--- config.mk ---
export PLATFORM = sky130hd
export DESIGN_NAME = mem_port_arbiter
export DESIGN_NICKNAME = d
export VERILOG_FILES = /design/src/rtl/mem_port_arbiter.sv
export SDC_FILE = /design/constraint.sdc
export NUM_CORES = 1
export LEC_CHECK = 0
export BUFFER_PORTS_ARGS = -buffer_cell sky130_fd_sc_hd__buf_2
export CORE_ASPECT_RATIO = 2
export CORE_MARGIN = 2
export CORE_UTILIZATION = 30
export CTS_CLUSTER_DIAMETER = 50
export DETAILED_ROUTE_END_ITERATION = 16
export GPL_TIMING_DRIVEN = 0
export PLACE_DENSITY = 0.58
export SYNTH_ARGS = -nofsm -noshare
export SYNTH_HDL_FRONTEND = slang
export SYNTH_SLANG_ARGS = --single-unit
--- constraint.sdc ---
create_clock -name clk -period 7.5 [get_ports clk]
set_clock_uncertainty 0.15 [all_clocks]
set_input_delay 0.375 -clock clk [delete_from_list [all_inputs] [get_ports clk]]
set_output_delay 0.375 -clock clk [all_outputs]
set_load 0.01 [all_outputs]
--- src/rtl/mem_port_arbiter.sv ---
// rtl/mem_port_arbiter.sv - unified memory port arbiter for IF/MEM pipeline stages
//
// Shares one single-ported instruction/data memory between the fetch stage and
// the load/store stage. Each pipeline step may need up to two memory accesses.
// The data access is issued first and the fetch second, and the whole pipeline
// is frozen until both have been acknowledged.
//
// Ports:
//   clk, rst        clock, asynchronous active-high reset
//   if_req/if_addr  fetch request and PC for this pipeline step
//   if_instr        last fetched instruction (registered)
//   dm_read/dm_write/dm_addr/dm_wdata  load/store request from MEM stage
//   dm_rdata        last loaded data word (registered)
//   mem_req/mem_we/mem_addr/mem_wdata  registered request to the memory
//   mem_rdata/mem_ack                  memory response, any latency >= 1
//   stall_pipe      combinational freeze of every pipeline register

module mem_port_arbiter #(
  parameter int AW = 32,
  parameter int DW = 32
) (
  input  logic          clk,
  input  logic          rst,
  input  logic          if_req,
  input  logic [AW-1:0] if_addr,
  output logic [DW-1:0] if_instr,
  input  logic          dm_read,
  input  logic          dm_write,
  input  logic [AW-1:0] dm_addr,
  input  logic [DW-1:0] dm_wdata,
  output logic [DW-1:0] dm_rdata,
  output logic          mem_req,
  output logic          mem_we,
  output logic [AW-1:0] mem_addr,
  output logic [DW-1:0] mem_wdata,
  input  logic [DW-1:0] mem_rdata,
  input  logic          mem_ack,
  output logic          stall_pipe
);

  typedef enum logic [1:0] {
    IDLE = 2'd0,
    DATA = 2'd1,
    INST = 2'd2
  } state_t;

  state_t state;
  state_t state_nxt;

  logic if_done;
  logic dm_done;

  logic need_dm;
  logic dm_pend;
  logic if_pend;
  logic advance;

  logic          req_nxt;
  logic          we_nxt;
  logic [AW-1:0] addr_nxt;
  logic [DW-1:0] wdata_nxt;
  logic          cap_if;
  logic          cap_dm;
  logic          set_if_done;
  logic          set_dm_done;

  assign need_dm = dm_read | dm_write;
  assign dm_pend = need_dm & ~dm_done;
  assign if_pend = if_req & ~if_done;

  // The pipeline advances only once every access of this step has completed.
  // A capture edge always has its own access still pending, so advance and
  // capture never fall on the same edge.
  assign advance    = ~(dm_pend | if_pend);
  assign stall_pipe = ~rst & ~advance;

  // State register
  always_ff @(posedge clk or posedge rst) begin
    if (rst) begin
      state <= IDLE;
    end else begin
      state <= state_nxt;
    end
  end

  // Next-state logic: data first, since it belongs to the older instruction.
  always_comb begin
    state_nxt = state;
    case (state)
      IDLE: begin
        if (dm_pend) begin
          state_nxt = DATA;
        end else if (if_pend) begin
          state_nxt = INST;
        end
      end
      DATA: begin
        if (mem_ack) begin
          state_nxt = if_pend ? INST : IDLE;
        end
      end
      INST: begin
        if (mem_ack) begin
          state_nxt = IDLE;
        end
      end
      default: state_nxt = IDLE;
    endcase
  end

  // Output logic: next values of the registered memory interface plus
  // capture/done strobes. Every mem_* output holds while waiting for ack.
  always_comb begin
    req_nxt     = mem_req;
    we_nxt      = mem_we;
    addr_nxt    = mem_addr;
    wdata_nxt   = mem_wdata;
    cap_if      = 1'b0;
    cap_dm      = 1'b0;
    set_if_done = 1'b0;
    set_dm_done = 1'b0;
    case (state)
      IDLE: begin
        // mem_ack is ignored here: nothing is outstanding.
        if (dm_pend) begin
          req_nxt   = 1'b1;
          we_nxt    = dm_write;
          addr_nxt  = dm_addr;
          wdata_nxt = dm_wdata;
        end else if (if_pend) begin
          req_nxt  = 1'b1;
          we_nxt   = 1'b0;
          addr_nxt = if_addr;
        end
      end
      DATA: begin
        if (mem_ack) begin
          set_dm_done = 1'b1;
          // Read+write together is a store; only a pure load captures.
          cap_dm = dm_read & ~dm_write;
          we_nxt = 1'b0;
          if (if_pend) begin
            // Chain straight into the fetch without dropping mem_req.
            req_nxt  = 1'b1;
            addr_nxt = if_addr;
          end else begin
            req_nxt = 1'b0;
          end
        end
      end
      INST: begin
        if (mem_ack) begin
          cap_if      = 1'b1;
          set_if_done = 1'b1;
          req_nxt     = 1'b0;
        end
      end
      default: begin
        req_nxt = 1'b0;
        we_nxt  = 1'b0;
      end
    endcase
  end

  // Registered memory interface, result registers and done flags.
  always_ff @(posedge clk or posedge rst) begin
    if (rst) begin
      mem_req   <= 1'b0;
      mem_we    <= 1'b0;
      mem_addr  <= '0;
      mem_wdata <= '0;
      if_instr  <= '0;
      dm_rdata  <= '0;
      if_done   <= 1'b0;
      dm_done   <= 1'b0;
    end else begin
      mem_req   <= req_nxt;
      mem_we    <= we_nxt;
      mem_addr  <= addr_nxt;
      mem_wdata <= wdata_nxt;
      if (cap_if) begin
        if_instr <= mem_rdata;
      end
      if (cap_dm) begin
        dm_rdata <= mem_rdata;
      end
      if (advance) begin
        if_done <= 1'b0;
        dm_done <= 1'b0;
      end else begin
        if (set_if_done) begin
          if_done <= 1'b1;
        end
        if (set_dm_done) begin
          dm_done <= 1'b1;
        end
      end
    end
  end

endmodule

==> impl_results.md, run 1 <==
- Die area: between 20000 and 25000 sq um
- CTS tree: yes
- Setup crit start kind: register
- Yosys top cell area share: 56.7%
- Fin Setup TNS: 0 ps
- I/O pin cnt: 265
- DR vias: 4718
- Most common cell in the netlist: dfrtp_1
- Final instance area: a little over 8000 sq um
- Met3 wire length: 914 um
- Crit path capture type: output port
- Worst Hold Class: input pin to register
- Normalized max-slew margin: a little over three fifths
- Layout area overhead: 39.4%
- Syn avg cell area: 14.8 sq um
- Syn nets: 534
- Global-route wire length before repair: 27.0 mm
- Starting density of the core: about 30%
- Chip height: 203 um
- FFs w/ async S/R, synth: 100%
- Worst Path Required: 6970 ps
- Design Power: 3.80 mW
- Pleak: 3.95 nW
- RSZ-0062 raised after global routing: no
- Later-pin clock latency in the skew report: slightly above 400 ps
- CTS buffer count: 17
- First-pass DRT Iterations: 4
- Synth warn: 0
- Setup-failing EPs final: 0
- RePlAce Congestion: 0.830
- Fmax achieved: 415 MHz
- Cells after Synth: 400
- Cells taking the most area after synthesis: dfrtp_1 57%, mux2_2 13%, nor4b_1 9.6%
- Reg-to-reg critical path startpoint: state[1]$_DFFE_PP0P_
- Cell taking the most area after synthesis: dfrtp_1
- Routed WL per cell: 18.7 um
- Number of global-route vias before repair: 5024
- Final hold vios: 0
- Syn Std Cell Area: between 5000 and 6000 sq um
- Fill cells: 1819
- Metal2 WL: approximately 10 mm
- Total GRT Usage: 17.0%
- GRT overflow: 0
- Initial antenna violation count: 2
- Fin crit share: 32.2%
- Max Slew Vio Count: 0
- Clock sink count: 134
- Class of the most critical setup path: register to output port
- Met1 WL: about 6.3 mm
- Seq cells post-synth: about 130
- DRC: 0
- Post-DP HPWL: around 14 mm
- Cts-stage hold buffer count: 1
- Net count, final: 818
- Yosys cell types: 29
- Placed Instances: 923
- Worst Path Max Fanout: 10
- Antenna-violating nets left: 0
- Root Driver: clkbuf_16
- Crit path launch: if_done$_DFFE_PP0P_
- Maximum clock path buffer count: 2
- Core region area: 19400 sq um
- DP Area: 7590 sq um
- Drt total wl: 18.0 mm
- Number of vias per cell: between 4 and 5
- Status: completed
- Setup bufs post-CTS: 0
- Pin count of the biggest net entering global routing: 84
- Sequential share of the synthesized area: 56.7%
- Top Metal Used: met4
- VDD IR max: 188 uV
- Prevailing post-synth register cell: dfrtp_1
- Worst Tran Pin Value: 557 ps
- CTS resizes: 0
- Die width: between 100 and 150 um
- Pwr/cell area: 460 nW/um^2
- # rows: 72
- Commonest cells post-synth: 134 x dfrtp_1, 66 x mux2_2, 65 x nor4b_1
- CP Data Arrival Time: approximately 1900 ps
- Non-Filler Instances: 958
- H-tree depth: 4
- Iteration-0 DRC Markers: 133
- Clock transition at path regs: around 60 ps
- Port-buffer cells: about 260
- Hold_sp: dm_wdata[18]
- Share of cells above drive strength 1: 59.8%
- Number of max-cap violations: 0
- Post-synth EDFFs: 0
- Clock period minus worst slack: 2410 ps
==> power breakdown <==
group          internal, mW  total [mW]  switching, mW
registers              1.09        1.28          0.188
clock network         0.584       0.901          0.317
logic                 0.802        1.62          0.816
total                  2.48        3.80           1.32
==> layout by cell type, fill, tap and decap left out, types with 2 or more instances in the layout <==
cell        netlist  layout
buf_2            10     273
dfrtp_1         134     134
mux2_2           66      66
nor4b_1          65      65
a221o_1          33      33
mux2_4           30      30
clkbuf_1         18      19
clkbuf_16         0      17
buf_6            11      11
bufinv_16         0       4
inv_1             4       3
nand2b_1          3       3
a21oi_1           3       3
clkbuf_8          0       3
diode_2           0       2
nand3b_1          2       2
nor2b_1           2       2
buf_1             2       2
inv_6             0       2
o21ai_0           2       2
a22oi_1           2       2
clkinv_2          0       2
clkinvlp_4        0       2
clkinv_4          0       2
==> area by class of cell <==
type	instances	area (sq um)	share of cell area, %
timing repair buffer	265	1350	16.4
clock buffer	21	470	5.70
multi-input combinational	220	2290	27.8
antenna	2	5.00	0.0607
inverter	4	20.0	0.243
tap	259	324	3.93
clock inverter	11	171	2.08
buffer	42	256	3.11
sequential	134	3350	40.7
==> logic make-up (layout without fill, tap and decap cells) <==
logic type	Yosys count	in the layout	synth area share, %
AO/OA/AOI/OAI	46	46	7.25
buffers and inverters	46	343	4.59
flip-flops	134	134	56.7
multiplexers	96	96	20.2
other	0	2	0
AND/OR/NAND/NOR	78	78	11.3
==> worst max-delay path, stage by stage, from the launching register on <==
cell and delay (ps):
dfrtp_1 360, nand2b_1 130, buf_2 220, buf_1 430
a21oi_1 160, buf_2 170
==> sequential cells by signal, indices dropped and copies added, names as in the netlist <==
name       flops
mem_wdata     32
if_done        1
dm_rdata      32
mem_req        1
mem_we         1
mem_addr      32
if_instr      32
dm_done        1
state          2
==> metal layers <==
| metal | track usage, % | up-vias |
|---|---|---|
| met4 | 8.55 | 0 |
| li1 | - | 2108 |
| met2 | 32.2 | 194 |
| met3 | 3.68 | 32 |
| met1 | 16.4 | 2384 |
| met5 | 0 | - |
==> through the flow <==
step,hold WS [ps],util [%],worst slack [ps]
after detailed placement,322,39.2,5350
after CTS,25.6,42.6,5100
after floorplan,367,-,3390
final,48.4,42.6,5090
after global routing,28.8,42.6,4990
after global placement,333,39.0,1930
==> worst paths after layout <==
path / end / slack [ps] / cells past startpoint
worst max-delay path: stall_pipe / 5090 / 5
worst min-delay path: mem_wdata[18]$_DFFE_PP0P_ / 50 / 2
min in group asynchronous: mem_addr[5]$_DFFE_PP0P_ / 420 / 3
worst max register to register: dm_rdata[23]$_DFFE_PP0P_ / 5460 / 5
worst min register to register: if_instr[26]$_DFFE_PP0P_ / 350 / 1
max in group asynchronous: mem_wdata[10]$_DFFE_PP0P_ / 5990 / 4
No activity file was read; power rests on OpenSTA's default activity.
==> run 2, diff against run 1 <==
==> constraint.sdc (replaced) <==
create_clock -name clk -period 2.5 [get_ports clk]
set_clock_uncertainty 0.15 [all_clocks]
set_input_delay 0.125 -clock clk [delete_from_list [all_inputs] [get_ports clk]]
set_output_delay 0.125 -clock clk [all_outputs]
set_load 0.01 [all_outputs]
==> run 2 against run 1 <==
Hold slack got worse by 21 ps. Clock power grew to 2.9 times the previous value. Wire length rose by 5.0%. Global-route usage increased by 0.83 points. Clock-buffer cell count stayed put. Worst setup slack got worse by 4700 ps. Non-clock buffer count increased by 68. Sequential share of layout area shrank 3.0 points. Critical path depth unchanged. Largest power group unchanged.
==> impl_results.md, run 2 (synthesized netlist as in run 1, its figures left out) <==
- Status: completed
- Initial antenna violation count: 1
- Number of max-cap violations: 0
- Commonest cells after routing, fill and taps aside: 273 x buf_2, 134 x dfrtp_1, 67 x dlygate4sd3_1
- R2r endpoint: dm_rdata[31]$_DFFE_PP0P_
- Crit path capture type: output port
- H-tree depth: 4
- DR vias: 5022
- Core region area: 19400 sq um
- Drt total wl: approximately 19 mm
- Clock period minus worst slack: between 2000 and 2500 ps
- Port-buffer cells: 263
- Pwr/cell area: 1280 nW/um^2
- CP Data Arrival Time: 1850 ps
- Pleak: 4.22 nW
- Later-pin clock latency in the skew report: approximately 420 ps
- Total GRT Usage: 17.8%
- Starting density of the core: 30.6%
- Post-DP HPWL: around 14 mm
- Setup-failing EPs final: 0
- Crit path launch: if_done$_DFFE_PP0P_
- I/O pin cnt: 265
- Die width: 103 um
- Root Driver: clkbuf_16
- Die area: 20900 sq um
- Fmax achieved: 470 MHz
- Cts-stage hold buffer count: between 60 and 70
- Iteration-0 DRC Markers: 145
- Worst Hold Class: input pin to register
- Final WS setup: 372 ps
- R2R setup slack: 380 ps
- Clock transition at path regs: 60 ps
- # rows: 72
- DP Area: 7620 sq um
- Dpl ws: 369 ps
- Setup crit start kind: register
- Final hold vios: 0
- Layout area overhead: 50.6%
- GRT overflow: 0
- Setup bufs post-CTS: 0
- Class of the most critical setup path: register to output port
- Number of global-route vias before repair: between 5000 and 6000
- Fin crit share: 85.1%
- Max Slew Vio Count: 0
- VDD IR max: 512 uV
- Clock sink count: 134
- RSZ-0062 raised after global routing: no
- Number of vias per cell: approximately 4.9
- Final instance area: just under 9000 sq um
- Net count, final: 886
- CP endpoint: stall_pipe
- Share of cells above drive strength 1: 54.8%
- Worst Path Max Fanout: 10
- Maximum clock path buffer count: 2
- Fill cells: 1766
- RePlAce Congestion: a little over 0.8
- Pin count of the biggest net entering global routing: between 40 and 50
- Worst Tran Pin Value: 623 ps
- R2R depth: 5
- CTS tree: yes
- DRC: 0
- First-pass DRT Iterations: 4
- Multi-input gate area: 2290 sq um
- Normalized max-slew margin: 58.4%
- Hold Slack: 27.0 ps
- Most common cell after layout, fill and taps aside: buf_2
- CTS resizes: 0
- Routed WL per cell: 18.4 um
- Antenna-violating nets left: 0
- Global-route wire length before repair: between 20 and 30 mm
- Worst Path Required: roughly 2200 ps
- Flip-flop and latch area: around 3400 sq um
- CTS buffer count: 17
- Reg-to-reg critical path startpoint: state[1]$_DFFE_PP0P_
- Ant diodes: 0
- Chip height: between 200 and 250 um
-- run 2: critical path, stage by stage, from the launching register on --
cell	delay, ps
dfrtp_1	370
nand2b_1	130
buf_2	230
buf_1	420
a21oi_1	130
buf_2	160
-- run 2: power breakdown --
| group | leakage (nW) | internal, mW | switching [mW] | total [mW] |
|---|---|---|---|---|
| combinational | 2.32 | 2.48 | 2.47 | 4.95 |
| clock | 0.292 | 1.65 | 0.973 | 2.62 |
| sequential | 1.61 | 3.27 | 0.584 | 3.86 |
-- run 2: how the worst min path moves through the flow --
| stage | from | slack [ps] | cells past startpoint | endpoint |
|---|---|---|---|---|
| 6_report | dm_addr[13] | 30 | 3 | mem_addr[13]$_DFFE_PP0P_ |
| 3_3_place_gp | dm_wdata[20] | 210 | 2 | mem_wdata[20]$_DFFE_PP0P_ |
| 4_1_cts | dm_addr[11] | 10 | 3 | mem_addr[11]$_DFFE_PP0P_ |
| 5_1_grt | dm_addr[2] | 20 | 3 | mem_addr[2]$_DFFE_PP0P_ |
| 3_5_place_dp | rst | 30 | 2 | mem_addr[1]$_DFFE_PP0P_ |
| 2_1_floorplan | dm_wdata[0] | 120 | 1 | mem_wdata[0]$_DFFE_PP0P_ |
-- run 2: layout make-up --
type | instances | area share [%]
Inverter | 4 | 0.211
Sequential cell | 134 | 37.6
Buffer | 42 | 2.88
Tap cell | 259 | 3.64
Timing Repair Buffer | 333 | 23.0
Clock inverter | 11 | 1.66
Multi-Input combinational cell | 220 | 25.7
Clock buffer | 21 | 5.28
-- run 2: per-stage QoR --
| stage | std cells | total power, mW | TNS, ps | util (%) |
|---|---|---|---|---|
| floorplan | 400 | 6.81 | 0 | - |
| global placement | 922 | 8.60 | -38320 | 39.0 |
| detailed placement | 925 | 8.77 | 0 | 39.4 |
| CTS | 1024 | 11.5 | 0 | 46.0 |
| global route | 1024 | 12.1 | 0 | 46.0 |
| finish | 1024 | 11.4 | 0 | 46.0 |
-- run 2: routing by layer --
layer / share of wire [%] / GRT usage (%) / wire length [um]
met1: 36 / 16.7 / 6730
met2: 56 / 34.3 / 10500
met3: 5.5 / 4.27 / 1050
met4: 2.9 / 8.55 / 555
met5: 0.053 / 0 / 10
==> run 3, diff against run 2 <==
--- a/config.mk
+++ b/config.mk
@@ -12,7 +12,7 @@
 export CTS_CLUSTER_DIAMETER = 50
 export DETAILED_ROUTE_END_ITERATION = 16
 export GPL_TIMING_DRIVEN = 0
-export PLACE_DENSITY = 0.58
+export PLACE_DENSITY_LB_ADDON = 0.12
 export SYNTH_ARGS = -nofsm -noshare
 export SYNTH_HDL_FRONTEND = slang
 export SYNTH_SLANG_ARGS = --single-unit
==> run 3 against run 2 <==
Combinational power about the same. Sequential power down 1%. Register-to-register slack about the same. Design area up 0.15%. Worst setup slack worse by 50 ps. Total power down 0.20%. Global-route usage down 0.075 points. Die area unchanged. Critical path type unchanged. Critical endpoint unchanged.
==> impl_results.md, run 3 (synthesized netlist as in run 1, its figures left out) <==
- Normalized max-slew margin: 54.9%
- R2R setup slack: 390 ps
- Port-buffer cells: 263
- Psw: 3.97 mW
- Fin crit share: about 87%
- Total GRT Usage: 17.7%
- First-pass DRT Iterations: 7
- Pin count of the biggest net entering global routing: 39
- Worst Path Required: 2230 ps
- Number of max-cap violations: 0
- Root Driver: clkbuf_16
- Post-DP HPWL: 13.7 mm
- Hold_sp: dm_addr[18]
- Int Pwr: roughly 7.4 mW
- CTS buffer count: 17
- DRC: 0
- Initial antenna violation count: 0
- Hold Slack: 24.0 ps
- Class of the most critical setup path: register to output port
- Non-Filler Instances: 1024
- Drt total wl: 18.5 mm
- RSZ-0062 raised after global routing: no
- Design Power: 11.4 mW
- Pwr/cell area: 1280 nW/um^2
- R2r endpoint: dm_rdata[17]$_DFFE_PP0P_
- Global-route wire length before repair: between 20 and 30 mm
- R2R depth: 5
- Final Util: 46.1%
- Worst Tran Pin Value: approximately 680 ps
- CTS resizes: 0
- Chip height: approximately 200 um
- Fmax achieved: around 460 MHz
- Clock transition at path regs: 60 ps
- GRT overflow: 0
- Cts-stage hold buffer count: 68
- Worst Hold Class: input pin to register
- Clock period minus worst slack: 2180 ps
- Combinational group share of total power: 43.2%
- Die area: between 20000 and 25000 sq um
- Ant diodes: 0
- Layout area overhead: 50.8%
- Final hold vios: 0
- Setup bufs post-CTS: 0
- Setup crit start kind: register
- Worst Path Max Fanout: 10
- Antenna-violating nets left: 0
- Number of vias per cell: around 4.8
- Part of the power in registers: 33.5%
- Final WS setup: ~320 ps
- H-tree depth: 4
- RePlAce Congestion: 0.766
- CTS tree: yes
- CP Data Arrival Time: 1900 ps
- # rows: 72
- Maximum clock path buffer count: 2
- Max Slew Vio Count: 0
- Pleak: 4.23 nW
- Clock network power share: 23.3%
- Share of cells above drive strength 1: 54.6%
- Net Sw Frac: 34.8%
- Setup-failing EPs final: 0
- Later-pin clock latency in the skew report: 420 ps
- Placed Instances: 925
- Commonest cells after routing, fill and taps aside: 273 x buf_2, 134 x dfrtp_1, 68 x dlygate4sd3_1
- DR vias: 4895
- Clock sink count: 134
- Crit path capture type: output port
- Most common cell after layout, fill and taps aside: buf_2
- Core region area: roughly 19000 sq um
- Number of global-route vias before repair: 5569
- Starting density of the core: 30.6%
- WHS Path Cells: 3
- I/O pin cnt: 265
- Hold endpoint: mem_addr[18]$_DFFE_PP0P_
- Iteration-0 DRC Markers: 108
- Dpl ws: approximately 330 ps
- Fill cells: 1781
- Reg-to-reg critical path startpoint: state[1]$_DFFE_PP0P_
- VDD IR max: 717 uV
- Routed WL per cell: 18.1 um
- Die width: 103 um
- Status: completed
- Net count, final: 887
-- run 3: through the flow --
| step | instance area, sq um | TNS [ps] |
|---|---|---|
| 6_report | 8920 | 0 |
| 5_1_grt | 8920 | 0 |
| 4_1_cts | 8920 | 0 |
| 3_5_place_dp | 7620 | 0 |
| 3_3_place_gp | 7560 | -51660 |
| 2_1_floorplan | 5920 | 0 |
-- run 3: layout make-up --
cell class | count | area [sq um] | area share (%)
Clock inverter | 12 | 179 | 2.00
Sequential cell | 134 | 3350 | 37.6
Timing Repair Buffer | 334 | 2060 | 23.0
Multi-Input combinational cell | 220 | 2290 | 25.7
Buffer | 42 | 256 | 2.87
Tap cell | 259 | 324 | 3.63
Clock buffer | 19 | 443 | 4.96
Inverter | 4 | 18.8 | 0.210
-- run 3: metal layers --
metal	vias up	wire length (um)	global-route usage, %
met5	-	0	0
met4	0	426	7.33
met3	27	1120	4.30
met2	214	10300	34.0
met1	2409	6700	17.3
li1	2245	-	-
-- run 3: critical path: stages (launching register included) --
cell      delay, ps
dfrtp_1         360
nand2b_1        140
buf_2           240
buf_1           460
a21oi_1         130
buf_2           160
-- run 3: worst max path at each step --
| stage | start | endpoint | slack, ps | cells past startpoint |
|---|---|---|---|---|
| 6_report | if_done$_DFFE_PP0P_ | stall_pipe | 320 | 5 |
| 5_1_grt | if_done$_DFFE_PP0P_ | stall_pipe | 220 | 5 |
| 4_1_cts | if_done$_DFFE_PP0P_ | stall_pipe | 300 | 5 |
| 3_5_place_dp | state[1]$_DFFE_PP0P_ | dm_rdata[17]$_DFFE_PP0P_ | 330 | 5 |
| 3_3_place_gp | rst | mem_wdata[8]$_DFFE_PP0P_ | -410 | 2 |
| 2_1_floorplan | rst | dm_done$_DFFE_PP0P_ | 560 | 1 |
-- run 3: power by group through the flow --
stage                     clock network, mW  registers, mW  logic, mW
after global routing                   2.83           3.96       5.33
after global placement                    0           3.80       4.82
after CTS                              2.74           3.82       5.01
after floorplan                           0           4.33       2.48
final                                  2.66           3.82       4.93
after detailed placement                  0           3.84       4.92
